File: src/rtl/pc_fetch.sv
// Instruction fetch program counter with BOOT/RUN/HALT/FAULT sequencing.
// Drives the instruction memory word address and qualifies the returned word for decode.
//
// state   | meaning
// --------+-----------------------------------------------------------
// S_BOOT  | one settling clock after reset release, pc held
// S_RUN   | fetching; pc advances, branches, or stops
// S_HALT  | EBREAK retired; terminal until reset
// S_FAULT | pc out of range or misaligned branch; terminal until reset

module pc_fetch #(
    parameter logic [31:0] RESET_PC   = 32'h00000000,
    parameter int          IMEM_DEPTH = 60
) (
    input  logic        clk,
    input  logic        rst,
    input  logic        stall,
    input  logic        branch_taken,
    input  logic [31:0] branch_target,
    input  logic [31:0] inst_in,
    output logic [31:0] imem_addr,
    output logic [31:0] pc,
    output logic [31:0] pc_plus4,
    output logic [31:0] inst_out,
    output logic        inst_valid,
    output logic        halted,
    output logic        fault,
    output logic [31:0] retired_cnt
);

    localparam logic [33:0] PC_LIMIT   = 34'(4 * IMEM_DEPTH);
    localparam logic [31:0] INST_NOP   = 32'h00000013;
    localparam logic [31:0] INST_EBRK  = 32'h00100073;
    localparam logic [31:0] CNT_MAX    = 32'hFFFFFFFF;

    typedef enum logic [1:0] {
        S_BOOT,
        S_RUN,
        S_HALT,
        S_FAULT
    } state_t;

    state_t      r_state;
    state_t      w_state_nxt;
    logic [31:0] r_pc;
    logic [31:0] w_pc_nxt;
    logic [31:0] r_retired;
    logic [31:0] w_retired_nxt;
    logic        w_retire;
    logic        w_in_range;
    logic        w_valid;

    // Widened compare so a limit near 2^32 cannot wrap.
    assign w_in_range = ({2'b00, r_pc} < PC_LIMIT);

    always_comb begin
        w_state_nxt = r_state;
        w_pc_nxt    = r_pc;
        w_retire    = 1'b0;
        case (r_state)
            S_BOOT: begin
                w_state_nxt = S_RUN;
            end
            S_RUN: begin
                if (!w_in_range) begin
                    w_state_nxt = S_FAULT;
                end else if (!stall) begin
                    if (inst_in == INST_EBRK) begin
                        w_state_nxt = S_HALT;
                        w_retire    = 1'b1;
                    end else if (branch_taken) begin
                        if (branch_target[1:0] != 2'b00) begin
                            w_state_nxt = S_FAULT;
                        end else begin
                            w_pc_nxt = branch_target;
                            w_retire = 1'b1;
                        end
                    end else begin
                        w_pc_nxt = r_pc + 32'd4;
                        w_retire = 1'b1;
                    end
                end
            end
            S_HALT: begin
                w_state_nxt = S_HALT;
            end
            S_FAULT: begin
                w_state_nxt = S_FAULT;
            end
            default: begin
                w_state_nxt = S_FAULT;
            end
        endcase
    end

    assign w_retired_nxt = (w_retire && (r_retired != CNT_MAX)) ? r_retired + 32'd1 : r_retired;

    always_ff @(posedge clk or posedge rst) begin
        if (rst) begin
            r_state   <= S_BOOT;
            r_pc      <= RESET_PC;
            r_retired <= 32'd0;
        end else begin
            r_state   <= w_state_nxt;
            r_pc      <= w_pc_nxt;
            r_retired <= w_retired_nxt;
        end
    end

    assign w_valid     = (r_state == S_RUN) && w_in_range;
    assign inst_valid  = w_valid;
    assign inst_out    = w_valid ? inst_in : INST_NOP;
    assign imem_addr   = {2'b00, r_pc[31:2]};
    assign pc          = r_pc;
    assign pc_plus4    = r_pc + 32'd4;
    assign halted      = (r_state == S_HALT);
    assign fault       = (r_state == S_FAULT);
    assign retired_cnt = r_retired;

endmodule

File: config.mk
export PLATFORM = sky130hd
export DESIGN_NAME = pc_fetch
export DESIGN_NICKNAME = d
export VERILOG_FILES = /design/src/rtl/pc_fetch.sv
export SDC_FILE = /design/constraint.sdc
export NUM_CORES = 1
export LEC_CHECK = 0
export CORE_AREA = 2 2 108 110
export CTS_BUF_LIST = sky130_fd_sc_hd__clkbuf_4 sky130_fd_sc_hd__clkbuf_8
export DETAILED_ROUTE_END_ITERATION = 10
export DIE_AREA = 0 0 110 112
export PLACE_DENSITY = 0.82
export SYNTH_ARGS = -nofsm -noshare
export SYNTH_HDL_FRONTEND = slang
export SYNTH_SLANG_ARGS = --single-unit
File: constraint.sdc
create_clock -name clk -period 2.8 [get_ports clk]
set_input_delay 0.56 -clock clk [delete_from_list [all_inputs] [get_ports clk]]
set_output_delay 0.56 -clock clk [all_outputs]
set_load 0.01 [all_outputs]
==> flow_summary.yaml <==
clock_tree:
  h-tree-depth: 3
  cts_tree: "built"
  path_clk_slew_ps: 80
  clkSinkCount: 66
  cts_made_buffers: 9
  cts_max_path_buffers: 2
  clk_latency_ps: 340
  cts-root-buf: "clkbuf_8"
detailed_routing:
  drtAntennaViolNets: 0
  routed_wl_mm: 15.82
  via_count: 4787
  dr_wl_met3_mm: 1.278
  dr_wl_met2_mm: 8.075
  dr.first_iter.drc_count: 284
  avgViaCountPerCell: 5.509
  route.detailed.drc: 0
  wl_met1_mm: 6.013
  wl_per_cell_um: 18.20
  dr.pass1.iters: 5
  maxUsedRoutingLayer: "met4"
yosys:
  netlist_area_um2: 4557
  synthArstFlopShare_pct: 100.0
  synth_area_leader_cell: "dfrtp_1"
  ys_seq_elements: 66
  postSynthCellCount: 475
  synth_edf_count: 0
  ys.warnings.count: 0
  synth_area_leaders: "dfrtp_1 36%, xor2_1 7.7%, nor4_2 7.1%"
  yosysSeqAreaShare_pct: 36.24
  ys_types: 53
  yosysTopAreaCellShare_pct: 36.24
  avgSynthCellArea_um2: 9.593
  synth-main-ff-cell: "dfrtp_1"
place:
  dpl-instance-area_um2: 7127
  dp_hpwl_mm: 11.84
  globalplace.congestion: 0.9280
  portBuffers: 228
  pre_cts_slack_ps: -223.4
sta:
  rsz0062_at_grt: "true"
  worst_slack_ps: 59.67
  fin_crit_sh_pct: 97.87
  clock_skew_ps: 9.818
  worst_slew_pin_slew_ps: 634.7
  maxSlewViolCount: 0
  relSlewSlack_pct: 57.59
  setup_viol: 0
  fin_crit_ps: 2740
  final-hold-violation-count: 0
  max_freq_ghz: 0.3649
  setup_tns_ps: 0
setup_path:
  cp.buffers_inverters: 4
  path_class: "flop to output pin"
  crit_family: "simple AND/OR/NAND/NOR gates"
  cp_max_fo: 24
  slowest_stage: "dfrtp_1"
  end_kind: "output pin"
  cpMostUsedCell: "buf_12"
  worstPathRequired_ps: 2240
  cp_cell_sequence: "buf_4, nor4_4, and4_4, buf_12, buf_12, and3_1, dlygate4sd2_1"
  cp.arrival_ps: 2180
  crit_path_max_incr_delay_ps: 420
  startpoint_type: "flop"
global_routing:
  antenna_found_initial: 0
  grt_remaining_overflow: 0
  grt_pass1_wl_mm: 24.52
  grt_pass1_vias: 4940
  grt_max_degree: 44
  track_usage_pct: 25.00
layout:
  n_antenna_cell: 0
  nets: 791
  drive_above_1_share_pct: 24.24
  area_growth_pct: 63.45
  fin_area_um2: 7448
  final_common_cell: "clkdlybuf4s50_1"
  final_cell_mix: "173 x clkdlybuf4s50_1, 62 x buf_4, 59 x dfrtp_1"
hold_path:
  min_path_type: "flop to flop"
floorplanning:
  ios: 231
  die_area_um2: 12320
  num_rows: 39
  dieHeight_um: 112
  die_w_um: 110
  start_util_pct: 40.78
  core_um2: 11170
power_and_ir_drop:
  leakage_nw: 3.595
  ir_worst_vdd_v: 0.0001680
  power_per_cell_area_nw_per_um2: 259.2
flow_run:
  cap_violations: 0
run_status:
  run_status: "finished clean"
## synth_stat cells (3+ instances only)
| cell type | number |
|---|---|
| mux2_2 | 4 |
| xor2_1 | 40 |
| o31ai_1 | 8 |
| a31o_2 | 12 |
| nor3_1 | 17 |
| xnor2_1 | 17 |
| a21o_1 | 10 |
| nor2_1 | 15 |
| and4_1 | 7 |
| mux2i_1 | 4 |
| inv_1 | 11 |
| nand4_1 | 22 |
| clkbuf_1 | 14 |
| nor4_2 | 26 |
| buf_2 | 4 |
| and3_1 | 33 |
| buf_6 | 6 |
| nand2_1 | 33 |
| nand2b_1 | 6 |
| nand3_1 | 22 |
| dfrtp_1 | 66 |
| and2_1 | 3 |
| buf_4 | 37 |
| nor4_1 | 10 |
| o21ai_0 | 11 |
## layout make-up
class / instances / area, um2
clock buffers: 10 / 131.4
clock inverters: 6 / 57.56
fillers: 901 / 3726
inverters: 11 / 41.29
multi-input cells: 338 / 2601
flip-flops and latches: 66 / 1660
well taps: 143 / 178.9
repair buffers: 295 / 2778
## per-stage QoR
stage          utilization (%)  hold slack [ps]  cells  power [mW]
6_report                 66.66            500.0    869       1.930
5_1_grt                  66.66            535.7    869       2.009
4_1_cts                  66.11            498.9    866       1.943
3_5_place_dp             63.78            480.1    847       1.163
3_3_place_gp             63.78            476.9    847       1.159
2_1_floorplan                -            456.4    476       1.038
## what timing repair did
action	4_1_cts	5_1_grt
pin swaps	4	2
setup endpoints to repair	54	26
resized for setup	75	36
setup buffers	3	3
hold buffers	0	0
## power breakdown
part	internal [mW]	total [mW]	switching [mW]
clock	0.415	0.784	0.369
combinational	0.111	0.194	0.0827
sequential	0.953	0.953	0
total	1.48	1.93	0.451
## flip-flops by register name (all words and copies together), names as in the netlist
signal and cells:
r_state 2, retired_cnt 32, pc 32
## final timing paths
check | slack [ps] | end | cells after the start | from
hold / removal | 500 | r_state[1]$_DFFE_PP0P_ | 1 | r_state[1]$_DFFE_PP0P_
max in group asynchronous | 1620 | pc[19]$_DFFE_PP0P_ | 3 | rst
hold reg to reg | 500 | r_state[1]$_DFFE_PP0P_ | 1 | r_state[1]$_DFFE_PP0P_
setup / recovery | 60 | inst_out[28] | 7 | pc[9]$_DFFE_PP0P_
setup reg to reg | 360 | retired_cnt[1]$_DFFE_PP0P_ | 8 | pc[9]$_DFFE_PP0P_
min in group asynchronous | 570 | r_state[0]$_DFFE_PP0P_ | 2 | rst
## metal layers
layer  vias up  track usage, %
met5         -               0
li1       2179               -
met3        41           5.738
met1      2342           29.61
met4         0           10.30
met2       225           42.94
## kinds of logic (layout without fill, tap and decap cells)
| family | Yosys count | count (layout) | share of synthesized area [%] |
|---|---|---|---|
| AOI/OAI and AO/OA | 53 | 53 | 8.594 |
| xor gates and xnor gates | 57 | 57 | 10.96 |
| adders and majority gates | 2 | 2 | 0.5491 |
| buffers and inverters | 72 | 322 | 10.08 |
| DFF | 66 | 66 | 36.24 |
| muxes | 10 | 10 | 2.361 |
| other | 1 | 2 | 0.08229 |
| and+or+nand+nor | 214 | 214 | 31.14 |
Power figures use the tool's default switching activity.
